<file path="src/rtl/hazard_stall_controller.sv">
// Pipeline sequencer for the 5-stage rv32i core: load-use and decode-branch hazard
// detection, stage enables, bubble/flush generation, memory-wait freeze and perf counters.
module hazard_stall_controller #(
  parameter int CNT_WIDTH = 32
) (
  input  logic                 clk,
  input  logic                 rst,
  input  logic [4:0]           REGFILE_rs1_i,
  input  logic [4:0]           REGFILE_rs2_i,
  input  logic                 ID_use_rs1_i,
  input  logic                 ID_use_rs2_i,
  input  logic                 ID_is_branch_i,
  input  logic                 br_taken_i,
  input  logic [4:0]           ID_EX_rd_i,
  input  logic                 EX_load_regfile_i,
  input  logic                 ID_EX_is_load_i,
  input  logic [4:0]           EX_MEM_rd_i,
  input  logic                 EX_MEM_is_load_i,
  input  logic                 imem_busy_i,
  input  logic                 dmem_busy_i,
  output logic                 pc_load_o,
  output logic                 IF_ID_load_o,
  output logic                 ID_EX_load_o,
  output logic                 EX_MEM_load_o,
  output logic                 MEM_WB_load_o,
  output logic                 ID_EX_bubble_o,
  output logic                 IF_ID_flush_o,
  output logic                 stall_br_haz1_o,
  output logic                 stall_br_haz2_o,
  output logic [CNT_WIDTH-1:0] stall_cnt_o,
  output logic [CNT_WIDTH-1:0] flush_cnt_o
);

  typedef enum logic [1:0] {RUN, BR1, BR2} state_t;

  state_t                state_q, state_d;
  logic [CNT_WIDTH-1:0]  stall_cnt_q, stall_cnt_d;
  logic [CNT_WIDTH-1:0]  flush_cnt_q, flush_cnt_d;

  logic match_ex, match_mem;
  logic lu, bh_ex_alu, bh_ex_ld, bh_mem_ld, br_haz, freeze, hz;

  // x0 is hardwired zero, so it can never be the source of a hazard.
  assign match_ex  = (ID_EX_rd_i != 5'd0) &
                     ((ID_use_rs1_i & (REGFILE_rs1_i == ID_EX_rd_i)) |
                      (ID_use_rs2_i & (REGFILE_rs2_i == ID_EX_rd_i)));
  assign match_mem = (EX_MEM_rd_i != 5'd0) &
                     ((ID_use_rs1_i & (REGFILE_rs1_i == EX_MEM_rd_i)) |
                      (ID_use_rs2_i & (REGFILE_rs2_i == EX_MEM_rd_i)));

  assign lu        = ID_EX_is_load_i & match_ex & ~ID_is_branch_i;
  assign bh_ex_alu = ID_is_branch_i & EX_load_regfile_i & ~ID_EX_is_load_i & match_ex;
  assign bh_ex_ld  = ID_is_branch_i & ID_EX_is_load_i & match_ex;
  assign bh_mem_ld = ID_is_branch_i & EX_MEM_is_load_i & match_mem;
  assign br_haz    = bh_ex_alu | bh_ex_ld | bh_mem_ld;
  assign freeze    = imem_busy_i | dmem_busy_i;

  always_comb begin
    state_d = state_q;
    hz      = 1'b0;
    case (state_q)
      RUN: begin
        hz = lu | br_haz;
        if (!freeze && br_haz) state_d = BR1;
      end
      BR1: begin
        hz = bh_mem_ld;
        if (!freeze) state_d = bh_mem_ld ? BR2 : RUN;
      end
      BR2: begin
        // The load has reached WB and is forwardable, so no further hold.
        if (!freeze) state_d = RUN;
      end
      default: state_d = RUN;
    endcase
  end

  always_comb begin
    pc_load_o      = 1'b0;
    IF_ID_load_o   = 1'b0;
    ID_EX_load_o   = 1'b0;
    EX_MEM_load_o  = 1'b0;
    MEM_WB_load_o  = 1'b0;
    ID_EX_bubble_o = 1'b0;
    IF_ID_flush_o  = 1'b0;
    if (rst || freeze) begin
      // Everything held; freeze outranks any hazard.
    end else if (hz) begin
      ID_EX_load_o   = 1'b1;
      EX_MEM_load_o  = 1'b1;
      MEM_WB_load_o  = 1'b1;
      ID_EX_bubble_o = 1'b1;
    end else begin
      pc_load_o      = 1'b1;
      IF_ID_load_o   = 1'b1;
      ID_EX_load_o   = 1'b1;
      EX_MEM_load_o  = 1'b1;
      MEM_WB_load_o  = 1'b1;
      IF_ID_flush_o  = ID_is_branch_i & br_taken_i;
    end
  end

  assign stall_br_haz1_o = ~rst & (state_q == BR1);
  assign stall_br_haz2_o = ~rst & (state_q == BR2);

  always_comb begin
    stall_cnt_d = stall_cnt_q;
    flush_cnt_d = flush_cnt_q;
    if (!pc_load_o && (stall_cnt_q != {CNT_WIDTH{1'b1}}))
      stall_cnt_d = stall_cnt_q + 1'b1;
    if (IF_ID_flush_o && (flush_cnt_q != {CNT_WIDTH{1'b1}}))
      flush_cnt_d = flush_cnt_q + 1'b1;
  end

  always_ff @(posedge clk) begin
    if (rst) begin
      state_q     <= RUN;
      stall_cnt_q <= '0;
      flush_cnt_q <= '0;
    end else begin
      state_q     <= state_d;
      stall_cnt_q <= stall_cnt_d;
      flush_cnt_q <= flush_cnt_d;
    end
  end

  assign stall_cnt_o = stall_cnt_q;
  assign flush_cnt_o = flush_cnt_q;

endmodule

</file>
<file path="config.mk">
export PLATFORM = sky130hd
export DESIGN_NAME = hazard_stall_controller
export DESIGN_NICKNAME = d
export VERILOG_FILES = /design/src/rtl/hazard_stall_controller.sv
export SDC_FILE = /design/constraint.sdc
export NUM_CORES = 1
export LEC_CHECK = 0
export CAP_MARGIN = 20
export CORE_MARGIN = 3
export CORE_UTILIZATION = 50
export CTS_CLUSTER_SIZE = 24
export DETAILED_ROUTE_END_ITERATION = 10
export DONT_BUFFER_PORTS = 1
export PLACE_DENSITY = 0.76
export SLEW_MARGIN = 20
export SYNTH_ARGS = -nofsm -noshare
export SYNTH_HDL_FRONTEND = slang
export SYNTH_SLANG_ARGS = --single-unit
</file>
<file path="constraint.sdc">
create_clock -name clk -period 3.05 [get_ports clk]
set_clock_uncertainty 0.05 [all_clocks]
set_input_delay 0 -clock clk [delete_from_list [all_inputs] [get_ports clk]]
set_output_delay 0 -clock clk [all_outputs]
set_load 0.005 [all_outputs]
</file>
## After elaboration in Yosys (flattened, before gate mapping)

Cells that the tools add are included.

| operators by class | value |
|---|---|
| add/sub/neg operators | 2 |
| multipliers | 0 |
| divide/modulo/power cells | 0 |
| $lt $le $gt $ge | 0 |
| equal/unequal tests | 11 |
| shifts and indexed selects | 0 |
| muxes and demuxes | 13 |
| bitwise gates (word level) | 27 |
| reductions and logical operators | 10 |

Operator list:

| operator | count |
|---|---|
| 32-bit by 1-bit adder with 32-bit output (second input constant) | 2 |
| 32-bit inequality test (second input constant) | 2 |
| 5-bit == test | 4 |
| 1-bit AND | 18 |
| 5-bit nonzero test | 2 |
| 2-bit two-way mux | 4 |
| 1-bit two-way mux | 7 |
| 2-bit inequality test (second input constant) | 3 |
| 1-bit bitwise OR | 6 |
| 2-bit case mux with 3 select lines | 1 |
| 1-bit logical AND | 3 |
| 1-bit inverter | 3 |
| 3-bit AND reduction | 1 |
| 2-bit by 1-bit == test with 1-bit output (second input constant) | 1 |
| 2-bit == test (second input constant) | 1 |
| 1-bit zero test | 2 |
| 2-bit zero test | 1 |
| 1-bit case mux with 2 select lines | 1 |
| 1-bit logical OR | 1 |

| storage, ports and cells | value |
|---|---|
| bits in registers | 66 |
| bits in latches | 0 |
| memory bits (writable) | 0 |
| bits in read-only memories | 0 |
| input port bits | 31 |
| output and inout port bits | 73 |
| logic and storage cells | 66 |
| memories kept | 0 |

## Longest topological paths before layout

| depth | value |
|---|---|
| depth in word-level cells | 13 |
| depth in mapped cells | 10 |
| mapped depth without buffers | 8 |

## Least setup slack after synthesis

Ideal clock, no wire load.

| timing path | value |
|---|---|
| path type | reg-to-reg |
| start point | register flush_cnt_q[3] (netlist: flush_cnt_o[3]) |
| end point | register flush_cnt_q[18] (netlist: flush_cnt_o[18]) |
| setup time | 123 ps |
| data arrival time | 2178 ps |
| data required time | 2877 ps |
| path slack | 698 ps |
| stages on the path, launching flop included | 10 |
| buffers on the path | 1 |
| period minus slack after synthesis | 2352 ps |
| cells stage by stage | dfxtp_1 > nand4_1 > nor3_4 > nand3_2 > nor3_1 > or4_1 > buf_2 > nor2_1 > and3_1 > mux2_1 |

| on the way | value |
|---|---|
| cells in the longest elaborated chain, start to end | 2 |
| elaborated cells on any way between the ends | 3 |
| those cells by class | 1 x add/sub; 1 x eq/ne; 1 x reduce/logical |

Ends and longest elaborated chain:

| item | line | text |
|---|---|---|
| from (decl) | 38 | `logic [CNT_WIDTH-1:0] flush_cnt_q, flush_cnt_d;` |
| from (signal assigned) | 123 | `flush_cnt_q <= flush_cnt_d;` |
| branches (longest 2 deep; another with 32-bit by 1-bit adder with 32-bit output) | n/a |  |

Several ways; the timed one is not identified.
A chain may end at the register's enable or synchronous reset.

## Worst setup path after layout

| timing path | value |
|---|---|
| start point | register flush_cnt_q[3] (netlist: flush_cnt_o[3]) |
| end point | register flush_cnt_q[13] (netlist: flush_cnt_o[13]) |

Same word-level chain as after synthesis.

==> flow_summary.ini <==
[final_layout]
n_antenna_cell = 0
mostFrequentLayoutCells = 66 x dfxtp_1, 59 x nor2_1, 36 x xnor2_1
final_common_cell = dfxtp_1
fillers = 610
syn_to_final_growth_pct = 11.8
multi_input_area_sq_mm = 0.00212
register_area_sq_mm = 0.00132
nets = 467
drive_gt1_share_pct = 8.66
final_util_pct = 58.0

[placement]
routabilityCongestion = 0.813
place.port_buffers = 0
place_hpwl_mm = 5.93

[clocking]
cts_tree = done
clock_latency_ns = 0.34
cts_max_level = 3
clk_pin_slew_ns = 0.08
post-cts-setup-buffers = 0
cts_made_buffers = 9
clkSinkCount = 66
cts-root-buf = clkbuf_8
clk_path_buf_depth = 2

[sta]
rsz0062_at_grt = no
finalHoldViolCount = 0
setup_viol = 0
finalCritPeriodShare_pct = 90.8
worst_slew_pin_slew_ns = 0.677
fin_setup_tns_ns = 0
slew_headroom_pct = 54.5
finalMaxSlewViolations = 0
max_freq_mhz = 361
final.min_clock_period_ns = 2.77

[power_and_ir_drop]
powerDensity_mw_per_mm2 = 470
peakVddDrop_mv = 0.309
power.total_mw = 1.87
leakagePower_nw = 1.36

[route]
routed_wl_mm = 8.39
via_count = 3012
route.antenna.remaining_nets = 0
drt_first_pass_iters = 4
drt_iter0_drc = 95
wire_per_inst_um = 15.7
vias_per_cell = 5.63
drcViolationCount = 0

[logic_synthesis]
synth_ff_type = dfxtp_1
yosysUniqueCellTypes = 46
synth_edf_count = 0
ys_seq_area_share_pct = 37.1
synthCells = 431
syn_area_sq_mm = 0.00356
synth_area_per_cell_sq_um = 8.27
synth-seq-cells = 66
yosysWarnings = 0
synth-async-reset-ratio_pct = 0
syn_nets = 464

[grt]
grtUsageMet1_pct = 23.0
grt_pass1_wl_mm = 14.2
met2_usage_pct = 35.3
overflow = 0
grt_util_met3_pct = 9.67
antenna_found_initial = 0
grt_pass1_vias = 3011
globalRouteTotalUtil_pct = 21.1
grt_max_degree = 72
grt.busiest_layer = met2

[min_path]
hold_class = in -> reg
hold_start = EX_load_regfile_i

[floorplan]
die_w_um = 90.4
die_area_sq_mm = 0.00818
rows = 30
initial_core_util_pct = 51.9
io_pins = 104
core-area_sq_mm = 0.00687
die_h_um = 90.4

[critical_path]
startpoint = flush_cnt_o[3]
cp_top_family = simple AND/OR/NAND/NOR gates
endpoint_kind = flop
crit_slowest_cell = dlygate4sd3_1
arrival_ns = 2.95
critPathMaxStageDelay_ns = 0.56
criticalPathCategory = reg -> reg
r2r_slack_ns = 0.28
crit_buf_inv = 2
start_kind = flop
worstPathMaxFanout = 12
critical_path_required_ns = 3.23
worstPathCellList = nand4_1 > nor3_4 > nand3_2 > nor3_2 > or3_1 > buf_4 > nor4_1 > xnor2_1 > nor2_1 > dlygate4sd3_1
r2r_start = flush_cnt_o[3]

[run]
drv_cap = 0

[status]
outcome = complete, no violations
## power breakdown
| part | total, mW | switching, mW | internal (mW) | leakage, nW |
|---|---|---|---|---|
| clock | 0.912 | 0.345 | 0.567 | 0.119 |
| combinational | 0.0891 | 0.0506 | 0.0384 | 0.707 |
| sequential | 0.873 | 0.00689 | 0.866 | 0.532 |
| total | 1.87 | 0.403 | 1.47 | 1.36 |
## cells by family (layout without fill, tap and decap cells)
kind of cell | count (synthesis) | in the layout | synth area share, %
and+or+nand+nor | 225 | 225 | 33.3
DFF | 66 | 66 | 37.1
xor gates and xnor gates | 65 | 65 | 16.0
AOI/OAI and AO/OA | 37 | 37 | 7.41
buffers and inverters | 30 | 38 | 3.65
muxes | 6 | 6 | 1.86
adders and majority gates | 2 | 2 | 0.702
## stage by stage
stage	cell area [sq um]	cells	hold WS, ns	worst slack, ns
3_5_place_dp	3630	511	0.00744	0.437
6_report	3980	535	0.0308	0.280
2_1_floorplan	3560	431	0.0784	0.698
3_3_place_gp	3630	511	0.00857	0.601
4_1_cts	3980	535	0.0118	0.217
5_1_grt	3980	535	0.0563	0.0865
## worst min-delay path, stage by stage
cell	delay, ns
o21ai_0	0.13
o21ai_0	0.08
nand3b_1	0.08
a21boi_0	0.07
## layout make-up
class / instances / share of cell area, %
clock buffers: 10 / 3.46
repair buffers: 14 / 3.58
flip-flops and latches: 66 / 33.2
clock inverters: 6 / 2.86
multi-input cells: 335 / 53.2
inverters: 8 / 0.754
well taps: 96 / 3.02
## worst paths after layout
kind / to / cells past startpoint
min: state_q[0] / 4
min reg2reg: flush_cnt_o[22] / 2
max reg2reg: flush_cnt_o[13] / 10
max: flush_cnt_o[13] / 10
## layer usage
layer / part of all wire [%] / vias to the layer above
met3: 8.8 / 13
met1: 40 / 1378
li1: - / 1516
met2: 49 / 105
met4: 2.0 / 0
met5: 0 / -
## synthesized netlist by cell type (all sizes together) (3+ instances only)
cell    instances  area share, %
and3           21            3.7
and4            5            1.2
mux2            5            1.6
nand4          24            4.4
nor3           19            3.1
nor4           10            1.8
nor2b           7            1.2
xor2           29            7.1
buf             9            1.4
dfxtp          66             37
nand2          28            2.9
clkbuf         13            1.4
inv             8           0.84
o31ai           3           0.63
xnor2          36            8.8
o21ai          12            1.8
nor2           59            6.2
or4             6            1.3
a21oi          13            1.8
or3             9            1.6
nand3          28            4.1
## registers in the layout (all words and copies together), names as in the netlist
signal       flops
flush_cnt_o     32
stall_cnt_o     32
state_q          2
## timing repair
item,in CTS,in global routing
resized for setup,0,1
endpoints found under the setup margin,0,1
hold buffers,8,0
hold endpoints to repair,66,0
(Power assumes the default switching activity.)
